### src/rtl/alu_32mul_seq.sv
// Sequential signed radix-4 Booth multiplier, one bit-pair per clock, {hi, lo} product.
// Optional macro ALU_MUL_ZERO_BYPASS_EN: zero operand skips straight to DONE.
module alu_32mul_seq #(
  parameter int WIDTH = 32
) (
  input  logic               clk,
  input  logic               clr_n,
  input  logic               start,
  input  logic [WIDTH-1:0]   multiplicand,
  input  logic [WIDTH-1:0]   multiplier,
  output logic               busy,
  output logic               done,
  output logic [2*WIDTH-1:0] out
);

  localparam int PW    = 2 * WIDTH;
  localparam int STEPS = WIDTH / 2;
  localparam int CW    = $clog2(STEPS + 1);

  typedef enum logic [1:0] {
    IDLE = 2'd0,
    CALC = 2'd1,
    DONE = 2'd2
  } state_t;

  state_t          state_reg;
  logic [PW-1:0]   msh_reg;   // multiplicand, sign-extended, pre-shifted by 2i
  logic [WIDTH-1:0] q_reg;    // multiplier, shifted right by 2 each step
  logic            qm1_reg;   // q[2i-1] for the current bit-pair
  logic [PW-1:0]   acc_reg;
  logic [PW-1:0]   pp_reg;
  logic [CW-1:0]   cnt_reg;

  logic [2:0]      booth_sel;
  logic [PW-1:0]   msh2;
  logic [PW-1:0]   pp_next;
  logic [PW-1:0]   acc_sum;
  logic            zero_op;

  assign booth_sel = {q_reg[1:0], qm1_reg};
  assign msh2      = msh_reg << 1;
  assign acc_sum   = acc_reg + pp_reg;

`ifdef ALU_MUL_ZERO_BYPASS_EN
  assign zero_op = (multiplicand == '0) || (multiplier == '0);
`else
  assign zero_op = 1'b0;
`endif

  // Partial products are full product width, so +/-2M can never overflow.
  always_comb begin
    pp_next = '0;
    case (booth_sel)
      3'b001, 3'b010: pp_next = msh_reg;
      3'b011:         pp_next = msh2;
      3'b100:         pp_next = -msh2;
      3'b101, 3'b110: pp_next = -msh_reg;
      default:        pp_next = '0;
    endcase
  end

  // The selected partial product is registered and summed one cycle later,
  // which is where the extra cycle of latency beyond WIDTH/2 comes from.
  always_ff @(posedge clk or negedge clr_n) begin
    if (!clr_n) begin
      state_reg <= IDLE;
      msh_reg   <= '0;
      q_reg     <= '0;
      qm1_reg   <= 1'b0;
      acc_reg   <= '0;
      pp_reg    <= '0;
      cnt_reg   <= '0;
      busy      <= 1'b0;
      done      <= 1'b0;
      out       <= '0;
    end else begin
      done <= 1'b0;
      case (state_reg)
        IDLE, DONE: begin
          if (start) begin
            msh_reg <= {{WIDTH{multiplicand[WIDTH-1]}}, multiplicand};
            q_reg   <= multiplier;
            qm1_reg <= 1'b0;
            acc_reg <= '0;
            pp_reg  <= '0;
            cnt_reg <= '0;
            if (zero_op) begin
              state_reg <= DONE;
              done      <= 1'b1;
              busy      <= 1'b0;
              out       <= '0;
            end else begin
              state_reg <= CALC;
              busy      <= 1'b1;
            end
          end else begin
            state_reg <= IDLE;
            busy      <= 1'b0;
          end
        end
        CALC: begin
          acc_reg <= acc_sum;
          if (cnt_reg == CW'(STEPS)) begin
            out       <= acc_sum;
            done      <= 1'b1;
            busy      <= 1'b0;
            state_reg <= DONE;
          end else begin
            pp_reg  <= pp_next;
            msh_reg <= msh_reg << 2;
            q_reg   <= q_reg >> 2;
            qm1_reg <= q_reg[1];
            cnt_reg <= cnt_reg + CW'(1);
          end
        end
        default: begin
          state_reg <= IDLE;
          busy      <= 1'b0;
        end
      endcase
    end
  end

endmodule

### config.mk
export PLATFORM = sky130hd
export DESIGN_NAME = alu_32mul_seq
export DESIGN_NICKNAME = d
export VERILOG_FILES = /design/src/rtl/alu_32mul_seq.sv
export SDC_FILE = /design/constraint.sdc
export NUM_CORES = 1
export LEC_CHECK = 0
export ABC_AREA = 0
export CORE_MARGIN = 2
export CORE_UTILIZATION = 45
export DETAILED_ROUTE_END_ITERATION = 8
export RECOVER_POWER = 50
export SLEW_MARGIN = 20
export SYNTH_ARGS = -nofsm -noshare
export SYNTH_HDL_FRONTEND = slang
export SYNTH_SLANG_ARGS = --single-unit
### constraint.sdc
create_clock -name clk -period 7.4 [get_ports clk]
set_clock_uncertainty 0.05 [all_clocks]
set_input_delay 1.11 -clock clk [delete_from_list [all_inputs] [get_ports clk]]
set_output_delay 1.11 -clock clk [all_outputs]
set_load 0.02 [all_outputs]
==> results of run 1 <==
[through the flow]
step / utilization, % / area [um^2]
2_1_floorplan: - / 18000
3_3_place_gp: 49.3 / 19500
3_5_place_dp: 49.3 / 19500
4_1_cts: 51.9 / 20600
5_1_grt: 51.9 / 20600
6_report: 51.9 / 20600
[per-layer routing]
layer  share of wire, %  wire (um)
met1                 48      25600
met3                6.7       3600
met2                 43      23100
met4                2.5       1340
met5              0.024         13
[where the power goes]
part / switching (W) / internal [W]
combinational: 0.00378 / 0.00258
clock: 0.000696 / 0.000920
sequential: 0.000871 / 0.00239
[cell type report]
class	count	share of cell area, %
tap	525	3.19
clock buffer	47	4.72
inverter	29	0.529
timing repair buffer	153	7.14
clock inverter	10	0.396
multi-input combinational	1449	47.9
sequential	297	36.2
[worst min-delay path by stage]
| stage | startpoint | endpoint | slack, ps | cells after the start |
|---|---|---|---|---|
| 2_1_floorplan | q_reg[10] | q_reg[10] | 400 | 2 |
| 3_3_place_gp | q_reg[2] | q_reg[2] | 410 | 2 |
| 3_5_place_dp | q_reg[4] | q_reg[4] | 410 | 2 |
| 4_1_cts | q_reg[4] | q_reg[4] | 430 | 2 |
| 5_1_grt | q_reg[14] | q_reg[14] | 460 | 2 |
| 6_report | q_reg[4] | q_reg[4] | 420 | 2 |
[cells by family (layout without fill, tap and decap cells)]
| kind of cell | after synthesis | after routing |
|---|---|---|
| AO/OA/AOI/OAI | 596 | 596 |
| flip-flops | 297 | 297 |
| multiplexers | 59 | 59 |
| AND/OR/NAND/NOR | 581 | 581 |
| buffers and inverters | 205 | 239 |
| XOR/XNOR | 146 | 146 |
| adder cells (fa/ha/maj) | 67 | 67 |
[synthesized netlist by cell type, types with 5 or more instances]
master      n
nand2b_1    9
xor2_1     71
a31oi_1    11
nand4_1    19
a221oi_1    9
nand2_1   304
o211ai_1    7
o31ai_1    11
o21a_1      6
dfrtp_1   297
a211oi_1    5
nor2_1     84
a21oi_1   105
xnor2_1    75
nor2b_1     6
o22ai_1     7
or4_1       8
ha_1       66
mux2_2     57
nor3_1     42
a22oi_1    78
a22o_1     67
o221ai_1   39
o21ai_0   100
or2_2       6
a32o_1     20
buf_1       9
and2_1     13
or3_1      26
inv_1      28
nand3_1    26
buf_4       5
clkbuf_1  138
and3_1      8
o21bai_1   15
nor4_1      9
and4_1      6
a221o_1    59
buf_2      20
a21o_1     27
[critical path: cells and delay by family]
kind,cells,cell delay (ps)
AO/OA/AOI/OAI,1,200
buffers and inverters,2,3110
AND/OR/NAND/NOR,2,1060
==> results.py, run 1 <==
metrics = {
    "floorplan": {
        "fp-row-count": 73,
        "pin_count": 133,
        "die_w_um": 204,
        "start_util_pct": 45.5,
        "core-area_mm2": 0.0396,
        "die-height_um": 204,
        "dieArea_mm2": 0.0417,
    },
    "clock_network": {
        "tritoncts": "done",
        "cts_resized": 0,
        "clk_pin_slew_ps": 60,
        "clock-sinks": 297,
        "clock_path_buffers": 3,
        "post-cts-setup-buffers": 0,
        "numCtsBuffers": 34,
        "cts-hold-fix-buffers": 0,
        "htreeDepth": 2,
        "cts_root_buf": "clkbuf_16",
        "clock_latency_ps": 560,
    },
    "yosys": {
        "synthSimpleGateAreaFrac_pct": 14.9,
        "synth_mux_area_share_pct": 3.67,
        "syn-cell-area_mm2": 0.0180,
        "avgSynthCellArea_um2": 9.25,
        "synthAdderAreaFrac_pct": 4.69,
        "ys_seq_elements": 297,
        "async_flop_share_pct": 100,
        "synth_compound_area_share_pct": 23.9,
        "yosys.area.top_type": "dfrtp_1",
        "synth_area_leaders": "dfrtp_1, nand2_1, ha_1",
        "yosysTopAreaCellShare_pct": 41.2,
        "syn_inst": 1951,
        "ys.flop_type": "dfrtp_1",
        "synth_nets": 2085,
        "synth_edf_count": 0,
        "yosysSeqAreaShare_pct": 41.2,
        "ys_types": 70,
        "synth_top_family_by_area": "compound AO/OA/AOI/OAI gates",
        "yosysWarnings": 0,
        "synth-xor-area-share_pct": 7.09,
    },
    "flow_run": {
        "drv_cap": 3,
    },
    "sta": {
        "max_freq_mhz": 195,
        "timing.final.ws_setup_ps": 2270,
        "fin_crit_ps": 5130,
        "worst_pin_slew_ps": 3800,
        "maxSlewViolCount": 213,
        "whs_ps": 425,
        "post-route-period-util_pct": 69.4,
        "rsz0062_at_grt": "no",
        "final-setup-viol-count": 0,
        "hold_viol_final": 0,
        "relSlewSlack_pct": -153,
        "setup_tns_ps": 0,
    },
    "final_layout": {
        "mostFrequentLayoutCell": "nand2_1",
        "fill_cells": 3684,
        "stdcell_count": 2510,
        "drive_above_1_share_pct": 7.91,
        "mostFrequentLayoutCells": "nand2_1, dfrtp_1, a21oi_1",
        "nets": 2098,
        "seqCellArea_mm2": 0.00743,
        "n_antenna_cell": 0,
        "multi_input_area_mm2": 0.00984,
        "areaGrowthSynthToFinish_pct": 14.0,
    },
    "global_route": {
        "busiest_layer": "met1",
        "antenna_found_initial": 1,
        "grt_pass1_wl_um": 85500,
        "grt_start_max_net_pins": 93,
        "grt_pass1_vias": 14996,
        "use_met2_pct": 38.0,
        "met3_usage_pct": 4.21,
        "met1_usage_pct": 38.9,
        "track_usage_pct": 25.9,
        "grt-ovfl-total": 0,
    },
    "place": {
        "dp_cells": 2453,
        "gp_routability_congestion": 0.957,
        "io_buffer_count": 132,
        "dp_hpwl_um": 37400,
        "pre_cts_slack_ps": 3140,
    },
    "critical_path": {
        "worstSetupEndpointType": "flip-flop",
        "cp-start-kind": "input pin",
        "worstSetupPathType": "input pin to flip-flop",
        "r2r-end": "msh_reg[62]",
        "rr_worst_depth": 4,
        "crit_path_max_fanout": 73,
        "cpPeakStageDelay_ps": 2450,
        "crit_chain": "dlygate4sd3_1 -> nor2b_4 -> clkbuf_1 -> and2_2 -> a221o_1",
        "critPathCapture": "msh_reg[62]",
        "critPathLaunch": "start",
        "critPathRequiredTime_ps": 7820,
        "reg2reg_slack_ps": 3040,
        "r2r_start": "busy",
        "critPathSlowestCell": "clkbuf_1",
        "arrival_ps": 5560,
    },
    "routing": {
        "drt_iter0_markers": 1048,
        "detailroute.via_count": 15426,
        "drc": 0,
        "wirelength_um": 53700,
        "drtAntennaViolNets": 0,
        "vias_per_cell": 6.15,
        "post_drt_wl_per_cell_um": 21.4,
        "drt_first_pass_iters": 6,
    },
    "outcome": {
        "outcome": "complete, but fails checks",
        "violations": "max-capacitance violations, max-slew violations",
    },
    "power": {
        "irDropWorstVdd_mv": 0.222,
        "fin_total_pwr_w": 0.0112,
        "power.density_mw_per_mm2": 546,
        "power_leakage_nw": 9.14,
    },
    "min_path": {
        "hold_class": "flip-flop to flip-flop",
    },
}
(Power assumes the default switching activity.)
==> run 2: changes to the inputs <==
Clock period 7.4 ns to 4.8 ns, I/O delays scaled along.
==> results.py, run 2 (synthesized netlist as in run 1, its figures left out) <==
metrics = {
    "sta": {
        "maxSlewViolCount": 204,
        "fin_crit_ps": 3890,
        "max_freq_mhz": 257,
        "setup_tns_ps": 0,
        "worst_pin_slew_ps": 2870,
        "relSlewSlack_pct": -91.5,
        "timing.final.ws_setup_ps": 910,
        "post-route-period-util_pct": 81.0,
        "rsz0062_at_grt": "no",
        "whs_ps": 422,
        "hold_viol_final": 0,
        "final-setup-viol-count": 0,
    },
    "global_route": {
        "antenna_found_initial": 0,
        "grt_start_max_net_pins": 110,
        "grt_pass1_wl_um": 86100,
        "track_usage_pct": 26.2,
        "grt-ovfl-total": 0,
        "grt_pass1_vias": 14930,
    },
    "floorplan": {
        "start_util_pct": 45.5,
        "die-height_um": 204,
        "pin_count": 133,
        "die_w_um": 204,
        "core-area_mm2": 0.0396,
        "dieArea_mm2": 0.0417,
        "fp-row-count": 73,
    },
    "critical_path": {
        "arrival_ps": 4250,
        "critPathRequiredTime_ps": 5160,
        "reg2reg_slack_ps": 910,
        "crit_path_max_fanout": 6,
        "r2r-end": "out[63]",
        "worstSetupPathType": "flip-flop to flip-flop",
        "r2r_start": "pp_reg[6]",
        "critPathLaunch": "pp_reg[6]",
        "rr_worst_depth": 11,
        "critPathCapture": "out[63]",
        "cp-start-kind": "flip-flop",
        "worstSetupEndpointType": "flip-flop",
    },
    "routing": {
        "drt_first_pass_iters": 5,
        "post_drt_wl_per_cell_um": 21.5,
        "drc": 0,
        "detailroute.via_count": 15394,
        "drt_iter0_markers": 1243,
        "drtAntennaViolNets": 0,
        "wirelength_um": 54100,
        "vias_per_cell": 6.11,
    },
    "clock_network": {
        "cts-hold-fix-buffers": 0,
        "clock_path_buffers": 3,
        "numCtsBuffers": 36,
        "htreeDepth": 2,
        "cts_resized": 0,
        "clk_pin_slew_ps": 60,
        "post-cts-setup-buffers": 0,
        "tritoncts": "done",
        "clock-sinks": 297,
        "clock_latency_ps": 550,
        "cts_root_buf": "clkbuf_16",
    },
    "power": {
        "switchingPower_w": 0.00826,
        "irDropWorstVdd_mv": 0.331,
        "fin_total_pwr_w": 0.0178,
        "swShare_pct": 46.4,
        "clockPowerShare_pct": 16.2,
        "p_comb_share_pct": 55.6,
        "internal-power_w": 0.00953,
        "power.density_mw_per_mm2": 853,
        "power_leakage_nw": 9.26,
        "power_frac_seq_pct": 28.3,
    },
    "min_path": {
        "hold_class": "flip-flop to flip-flop",
    },
    "place": {
        "io_buffer_count": 132,
        "pre_cts_slack_ps": 939,
        "gp_routability_congestion": 0.928,
        "dp_hpwl_um": 38300,
    },
    "final_layout": {
        "n_antenna_cell": 0,
        "final_core_util_pct": 52.6,
        "nets": 2107,
        "fill_cells": 3649,
        "areaGrowthSynthToFinish_pct": 15.6,
        "mostFrequentLayoutCells": "nand2_1, dfrtp_1, a21oi_1",
        "drive_above_1_share_pct": 8.38,
        "mostFrequentLayoutCell": "nand2_1",
    },
    "outcome": {
        "violations": "max-capacitance violations, max-slew violations",
        "outcome": "complete, but fails checks",
    },
    "flow_run": {
        "drv_cap": 3,
    },
}
## run 2: critical path: stages, from the launching register on
cell and delay [ps]:
dfrtp_1 390, ha_1 390, nand4_1 140, o31ai_1 540, o21ai_0 200, nand3_1 280
o41ai_1 130, buf_4 180, o21ai_0 550, mux2i_1 350, a21oi_1 100, or3b_2 440
## run 2: worst min path at each step
stage	depth (start not counted)	start	slack [ps]	end
final	2	q_reg[3]	420	q_reg[3]
after global routing	2	q_reg[3]	450	q_reg[3]
after CTS	1	clr_n	240	msh_reg[27]
after detailed placement	2	q_reg[3]	410	q_reg[3]
after global placement	2	q_reg[24]	410	q_reg[24]
after floorplan	0	clr_n	370	acc_reg[0]
## run 2: stage by stage
step	std cells	area, um^2
2_1_floorplan	1951	18000
3_3_place_gp	2460	19700
3_5_place_dp	2460	19700
4_1_cts	2518	20900
5_1_grt	2518	20900
6_report	2518	20900
## run 2: routing by layer
layer	global-route usage [%]	routed length, um	vias up
li1	-	-	7220
met1	39.8	25800	7555
met2	37.7	23100	541
met3	4.29	3850	78
met4	8.54	1390	0
met5	0	0	-
## run 2: power groups by stage
stage | Combinational [W] | Clock, W | Sequential [W]
after floorplan | 0.00734 | 0 | 0.00446
after detailed placement | 0.00986 | 0 | 0.00502
after global placement | 0.00976 | 0 | 0.00500
final | 0.00989 | 0.00287 | 0.00503
after global routing | 0.0109 | 0.00303 | 0.00518
after CTS | 0.00988 | 0.00294 | 0.00500
## run 2: final cells by class
type                       instances  area [um^2]  area share, %
multi-input combinational       1449         9840           47.2
sequential                       297         7430           35.6
timing repair buffer             160         1590           7.61
clock buffer                      47         1010           4.86
tap                              525          657           3.15
clock inverter                    11          213           1.02
inverter                          29          109          0.522
